**src/rtl/color_frame_scheduler.sv**
```systemverilog
// Colour measurement sequencer: waits for a camera frame, captures it into
// the frame RAM, runs the recognizer on it and reports the colour.
module color_frame_scheduler #(
  parameter int ADDR_W          = 15,
  parameter int BYTES_PER_FRAME = 19200,
  parameter int TO_W            = 20,
  parameter int TIMEOUT         = 1000000
) (
  input  logic              i_clk,
  input  logic              i_rst_n,
  input  logic              i_start,
  input  logic              i_continuous,
  input  logic              i_abort,
  input  logic              i_vsync,
  input  logic              i_cam_we,
  input  logic [ADDR_W-1:0] i_cam_addr,
  input  logic [ADDR_W-1:0] i_rec_addr,
  input  logic              i_rec_done,
  input  logic [7:0]        i_rec_color,
  output logic              o_ram_we,
  output logic [ADDR_W-1:0] o_ram_addr,
  output logic              o_rec_enable,
  output logic [7:0]        o_color,
  output logic              o_valid,
  output logic              o_timeout,
  output logic              o_busy,
  output logic [7:0]        o_frames
);

  localparam int CNT_W = $clog2(BYTES_PER_FRAME + 1);

  typedef enum logic [2:0] {
    S_IDLE,
    S_WAIT,
    S_CAP,
    S_ANA,
    S_REP
  } state_t;

  state_t state_q;
  state_t state_d;

  logic             vsync_q;
  logic [CNT_W-1:0] byte_q;
  logic [TO_W-1:0]  to_q;
  logic [7:0]       color_q;
  logic [7:0]       frames_q;
  logic             tmo_q;

  logic vsync_rise;
  logic last_byte;
  logic to_hit;
  logic active;
  logic arm;
  logic tmo_fire;

  assign vsync_rise = i_vsync & ~vsync_q;
  assign active     = (state_q == S_WAIT) |
                      (state_q == S_CAP)  |
                      (state_q == S_ANA);
  assign to_hit     = (to_q == TO_W'(TIMEOUT));
  assign arm        = (state_q == S_IDLE) &
                      (i_start | i_continuous);
  assign last_byte  = (state_q == S_CAP) & i_cam_we &
                      (byte_q == CNT_W'(BYTES_PER_FRAME - 1));

  // done and the final byte both outrank an expiring timer
  assign tmo_fire = ~i_abort & to_hit &
                    ((state_q == S_WAIT) |
                     ((state_q == S_CAP) & ~last_byte) |
                     ((state_q == S_ANA) & ~i_rec_done));

  always_ff @(posedge i_clk or negedge i_rst_n) begin
    if (!i_rst_n) begin
      state_q <= S_IDLE;
    end else begin
      state_q <= state_d;
    end
  end

  always_comb begin
    state_d = state_q;
    if (i_abort) begin
      state_d = S_IDLE;
    end else begin
      unique case (state_q)
        S_IDLE: begin
          if (i_start | i_continuous)
            state_d = S_WAIT;
        end
        S_WAIT: begin
          if (to_hit)
            state_d = S_IDLE;
          else if (vsync_rise)
            state_d = S_CAP;
        end
        S_CAP: begin
          if (last_byte)
            state_d = S_ANA;
          else if (to_hit)
            state_d = S_IDLE;
        end
        S_ANA: begin
          if (i_rec_done)
            state_d = S_REP;
          else if (to_hit)
            state_d = S_IDLE;
        end
        S_REP: begin
          state_d = i_continuous ? S_WAIT : S_IDLE;
        end
        default: state_d = S_IDLE;
      endcase
    end
  end

  always_ff @(posedge i_clk or negedge i_rst_n) begin
    if (!i_rst_n) begin
      vsync_q  <= 1'b0;
      byte_q   <= '0;
      to_q     <= '0;
      color_q  <= '0;
      frames_q <= '0;
      tmo_q    <= 1'b0;
    end else begin
      vsync_q <= i_vsync;
      tmo_q   <= tmo_fire;

      if (arm || state_q == S_REP)
        to_q <= '0;
      else if (active && !to_hit)
        to_q <= to_q + 1'b1;

      // a vsync edge mid-capture means the frame was short: restart
      if (state_q == S_WAIT && vsync_rise) begin
        byte_q <= '0;
      end else if (state_q == S_CAP) begin
        if (vsync_rise && !last_byte)
          byte_q <= '0;
        else if (i_cam_we)
          byte_q <= byte_q + 1'b1;
      end

      if (state_q == S_ANA && i_rec_done && !i_abort)
        color_q <= i_rec_color;

      if (state_q == S_REP && !i_abort)
        frames_q <= frames_q + 1'b1;
    end
  end

  always_comb begin
    o_ram_we     = 1'b0;
    o_ram_addr   = '0;
    o_rec_enable = 1'b0;
    o_valid      = 1'b0;
    o_busy       = (state_q != S_IDLE);
    unique case (state_q)
      S_CAP: begin
        o_ram_we   = i_cam_we;
        o_ram_addr = i_cam_addr;
      end
      S_ANA: begin
        o_ram_addr   = i_rec_addr;
        o_rec_enable = 1'b1;
      end
      S_REP: begin
        o_valid = 1'b1;
      end
      default: begin
      end
    endcase
  end

  assign o_color   = color_q;
  assign o_frames  = frames_q;
  assign o_timeout = tmo_q;

endmodule

```
**config.mk**
```make
export PLATFORM = sky130hd
export DESIGN_NAME = color_frame_scheduler
export DESIGN_NICKNAME = d
export VERILOG_FILES = /design/src/rtl/color_frame_scheduler.sv
export SDC_FILE = /design/constraint.sdc
export NUM_CORES = 1
export LEC_CHECK = 0
export BUFFER_PORTS_ARGS = -buffer_cell sky130_fd_sc_hd__buf_2
export CAP_MARGIN = 40
export CORE_UTILIZATION = 47
export CTS_CLUSTER_DIAMETER = 50
export DETAILED_ROUTE_END_ITERATION = 7
export MAX_ROUTING_LAYER = met4
export PLACE_DENSITY_LB_ADDON = 0.08
export SKIP_LAST_GASP = 1
export SLEW_MARGIN = 30
export SYNTH_ARGS = -nofsm -noshare
export SYNTH_HDL_FRONTEND = slang
export SYNTH_SLANG_ARGS = --single-unit
```
**constraint.sdc**
```tcl
create_clock -name i_clk -period 2 [get_ports i_clk]
set_clock_uncertainty 0.15 [all_clocks]
set_input_delay 0.3 -clock i_clk [delete_from_list [all_inputs] [get_ports i_clk]]
set_output_delay 0.3 -clock i_clk [all_outputs]
set_load 0.01 [all_outputs]
```
**Word level (Yosys, flattened, before mapping)**

Index checks and enable logic that the tools add are counted.

- Word-level logic and storage cells: 71
- Bits of input ports: 46
- Register bits after elaboration: 56

- Muxes and demuxes: 19
- Bitwise gates (word level): 17
- Reductions and logical operators: 17
- $add $sub $neg: 3
- Equal/unequal tests: 8

Operators by type and width:

| cell | number |
|---|---|
| 2-to-1 mux 15 bit | 4 |
| 2-to-1 mux 20 bit | 2 |
| case mux 15 bit (2 select lines) | 1 |
| 2-to-1 mux 3 bit | 7 |
| adder 20 x 1 -> 20 bit, second input constant | 1 |
| == test 20 bit, second input constant | 1 |
| adder 15 x 1 -> 15 bit, second input constant | 1 |
| == test 15 bit, second input constant | 1 |
| case mux 3 bit (5 select lines) | 1 |
| adder 8 x 1 -> 8 bit, second input constant | 1 |
| AND 1 bit | 8 |
| == test 3 x 2 -> 1 bit, second input constant | 2 |
| logical AND 1 bit | 6 |
| nonzero test 3 bit | 2 |
| bitwise OR 1 bit | 5 |
| 2-to-1 mux 1 bit | 4 |
| inequality test 4 bit, second input constant | 1 |
| inverter 1 bit | 4 |
| AND reduction 2 bit | 2 |
| nonzero test 2 bit | 2 |
| == test 3 x 1 -> 1 bit, second input constant | 1 |
| == test 3 bit, second input constant | 1 |
| zero test 1 bit | 3 |
| zero test 3 bit | 1 |
| 2 further kinds | 2 |

**Depth between registers and ports, before layout**

- Depth in word-level cells: 8
- Gate-level depth with buffers: 7

**Worst setup path before layout**

No wires, ideal clock.

- Path type: register -> output
- From: register state_q[2]
- To: output o_ram_addr[10]
- Buffers on the path: 3
- Cell stages (with the launch flop): 7
- Required time: 1.550 ns
- Setup slack: -0.071 ns
- Arrival time: 1.621 ns
- Cells stage by stage: dfrtp_1 -> buf_2 -> inv_1 -> and3_1 -> clkbuf_1 -> clkbuf_1 -> a22o_1

- Cells in the longest elaborated chain, start to end: 2
- Elaborated cells on any way between the ends: 3
- Those cells by class: eq/ne: 2; mux: 1

Ends and longest elaborated chain:

| what | line | RTL |
|---|---|---|
| from (decl) | 40 | `state_t state_q;` |
| from (signal assigned) | 77 | `state_q <= state_d;` |
| == test 3 x 2 -> 1 bit | 158 | `unique case (state_q)` |
| case mux 15 bit (2 select lines) (*) | 158 |  |
| to (decl) | 21 | `output logic [ADDR_W-1:0] o_ram_addr,` |

Every way passes the cells marked *; elsewhere a longest branch is shown, timed or not.

**Worst setup path in the final report**

- From: input i_vsync
- To: register byte_q[3]

- Cells in the longest elaborated chain, start to end: 5
- Elaborated cells on any way between the ends: 9
- Those cells by class: mux: 3; bitwise: 1; reduce/logical: 5

Ends and longest elaborated chain:

| what | line | RTL |
|---|---|---|
| from (decl) | 14 | `input logic i_vsync,` |
| AND 1 bit (*) | 57 | `assign vsync_rise = i_vsync & ~vsync_q;` |
| logical AND 1 bit | 138 | `if (vsync_rise && !last_byte)` |
| 2-to-1 mux 15 bit | 138 |  |
| 2-to-1 mux 15 bit | 137 | `end else if (state_q == S_CAP) begin` |
| 2-to-1 mux 15 bit | 135 | `if (state_q == S_WAIT && vsync_rise) begin` |
| to (signal assigned) | 141 | `byte_q <= byte_q + 1'b1;` |
| to (decl) | 44 | `logic [CNT_W-1:0] byte_q;` |

Every way passes the cells marked *; elsewhere a longest branch is shown, timed or not. The select of a mux whose other input is x is not followed.
A chain may end at the register's enable or synchronous reset.

==> impl_metrics.py <==
metrics = {
    "power_and_ir_drop": {
        "power_frac_clock_pct": 18.8,
        "switching_share_pct": 34.8,
        "leakage_nw": 1.95,
        "p_seq_share_pct": 40.0,
        "power_frac_comb_pct": 41.2,
        "p_int_mw": 2.21,
        "powerDensity_nw_per_um2": 849,
        "vdd_drop_max_mv": 0.506,
        "power.switching_mw": 1.18,
    },
    "synthesis": {
        "syn_area_um2": 3000,
        "synth-seq-cells": 56,
        "synth_edf_count": 0,
        "ys.flop_type": "dfrtp_1",
        "synth_top_area_share_pct": 46.8,
        "ys_warn_count": 0,
        "syn_avg_cell_area_um2": 9.92,
        "yosysUniqueCellTypes": 52,
        "yosysTopAreaCell": "dfrtp_1",
        "synth_area_leaders": "dfrtp_1 47%, xor2_1 5.6%, a22o_1 5.0%",
        "syn_inst": 302,
        "synth_fp_nets": 352,
        "seq_area_frac_synth_pct": 46.8,
        "synthArstFlopShare_pct": 100,
    },
    "cts": {
        "cts_tree": "built",
        "clkSinkCount": 56,
        "path_clk_slew_ps": 100,
        "root_buffer": "clkbuf_8",
        "clk_path_buf_depth": 2,
        "numCtsBuffers": 5,
        "cts.htree.levels": 2,
        "clock_latency_ps": 310,
    },
    "critical_path": {
        "cp_slowest_cell": "dlygate4sd3_1",
        "critPathKind": "in -> reg",
        "worstPathArrival_ps": 2030,
        "cp-start-kind": "primary input",
        "cp_max_fo": 6,
        "slowest_delay_ps": 550,
        "critical_path_required_ps": 2050,
        "regToRegSetupSlack_ps": 60,
        "path_cells": "dlygate4sd3_1, buf_2, nor2b_1, o21a_2, buf_4, o2111ai_1, xor2_1, nor2_1",
        "endpoint_kind": "flip-flop",
    },
    "sta": {
        "worst_pin_slew_ps": 455,
        "finalHoldViolCount": 0,
        "fin_crit_sh_pct": 99.1,
        "period_needed_ps": 1980,
        "rsz0062_at_grt": "true",
        "worst_slack_ps": 18.2,
        "clock.fmax_ghz": 0.505,
        "slew_headroom_pct": 69.4,
        "slew_violations": 0,
        "hold_ws_ps": 62.0,
        "setup_viol": 0,
    },
    "global_routing": {
        "grt_max_degree": 57,
        "antenna_found_initial": 0,
        "grt_first_pass_wirelength_um": 11800,
        "grt_pass1_vias": 2605,
        "grtUsageTotal_pct": 24.3,
        "grt-ovfl-total": 0,
    },
    "floorplanning": {
        "die_area_um2": 6700,
        "dieHeight_um": 81.9,
        "start_util_pct": 49.7,
        "io-pin-count": 82,
        "die_w_um": 81.9,
        "num_rows": 28,
        "core_area_um2": 6030,
    },
    "route": {
        "via_count": 2783,
        "wl_per_cell_um": 14.7,
        "detail-route-antenna-nets": 0,
        "drt_drc_violations_left": 0,
        "viasPerCell": 5.50,
        "first_pass_iters": 4,
        "first_iter_violations": 139,
        "totalWireLength_um": 7450,
    },
    "placement": {
        "portBuffers": 81,
        "dp_slack_ps": -101,
        "place_hpwl_um": 5570,
        "globalplace.congestion": 0.856,
        "place_area_um2": 3760,
    },
    "finish": {
        "nets": 480,
        "final_cell_area_um2": 4000,
        "drive_gt1_share_pct": 38.5,
        "area_growth_pct": 33.6,
        "n_antenna_cell": 0,
    },
    "run": {
        "drv_cap": 0,
    },
    "run_status": {
        "outcome": "finished clean",
    },
    "min_path": {
        "min_path_type": "in -> reg",
    },
}
-- final timing paths --
path | endpoint | cells past startpoint | startpoint
worst max-delay path | byte_q[3]$_DFFE_PN0P_ | 8 | i_vsync
worst min-delay path | o_color[3]$_DFFE_PN0P_ | 2 | i_rec_color[3]
worst max register to register | byte_q[3]$_DFFE_PN0P_ | 7 | state_q[1]$_DFFE_PN0P_
worst min register to register | o_frames[7]$_DFFE_PN0P_ | 1 | o_frames[7]$_DFFE_PN0P_
max in group asynchronous | state_q[2]$_DFFE_PN0P_ | 3 | i_rst_n
min in group asynchronous | byte_q[13]$_DFFE_PN0P_ | 3 | i_rst_n
-- state kept, by name, summed over array words and instances, names as in the netlist --
signal / cells
byte_q: 15
o_color: 8
o_frames: 8
o_timeout: 1
state_q: 3
to_q: 20
vsync_q: 1
-- power by group through the flow --
stage / combinational (mW) / sequential (mW) / clock, mW
CTS: 1.33 / 1.36 / 0.663
global route: 1.54 / 1.38 / 0.717
floorplan: 0.653 / 1.42 / 0
finish: 1.40 / 1.36 / 0.640
global placement: 1.22 / 1.40 / 0
detailed placement: 1.25 / 1.40 / 0
-- repair_timing --
action                                  CTS  global route
endpoints found under the setup margin   21            36
endpoints found under the hold margin    57             0
hold buffers                              2             0
pin swaps                                 0             4
setup buffers                             5             2
gates resized for setup                   4            14
gates cloned                              0             1
-- layout make-up --
type | instances | area, µm²
fillers | 505 | 2020
clock inverters | 1 | 7.51
repair buffers | 131 | 810
multi-input cells | 228 | 1570
inverters | 8 | 30.0
clock buffers | 7 | 86.3
flip-flops and latches | 56 | 1410
well taps | 75 | 93.8
-- worst max-delay path, delay by kind of cell --
kind,cells,cell delay [ps]
buf+inv,3,870
compound gates,2,440
xor+xnor,1,220
simple gates,2,210
-- stage by stage --
step	TNS, ps	std cells	utilization [%]	power (mW)
final	0	506	66.4	3.40
after global routing	-390	506	66.4	3.64
after CTS	-2.59	503	65.2	3.35
after detailed placement	-252	488	62.5	2.65
after global placement	-4.13	488	62.5	2.62
after floorplan	0	302	-	2.07
-- layer usage --
| layer | vias to the layer above | share of wire (%) | track usage (%) |
|---|---|---|---|
| li1 | 1364 | - | - |
| met1 | 1325 | 43 | 28.6 |
| met2 | 83 | 51 | 41.6 |
| met3 | 11 | 5.4 | 3.89 |
| met4 | 0 | 1.4 | 8.95 |
| met5 | - | 0 | - |
-- synth_stat cells (all sizes together), types with 2 or more instances --
library cell	count
inv	8
clkbuf	4
o31ai	4
a21oi	5
mux2	9
nand3	22
dfrtp	56
ha	4
o2111ai	4
a22o	17
o211ai	2
nor4b	2
xnor2	8
xor2	19
nor2	37
o311ai	2
nand3b	3
buf	6
nor4	7
a21o	2
nand4	12
o21a	2
nor2b	2
o21ai	15
nor3	9
and3	5
nand2	20
-- cells in the final DEF, fill, tap and decap left out, drive strengths merged, types with 12 or more instances in the layout --
cell type	instances
buf	129
dfrtp	56
nor2	37
nand3	22
nand2	20
xor2	19
a22o	17
o21ai	15
nand4	12
-- cells by family after synthesis --
group / Yosys count / synth area share [%]
simple gates: 126 / 22.3
compound gates: 61 / 15.2
mux: 10 / 3.72
fa+ha+maj: 4 / 1.67
flops: 56 / 46.8
buf+inv: 18 / 2.46
xor+xnor: 27 / 7.89
(Power assumes the default switching activity.)
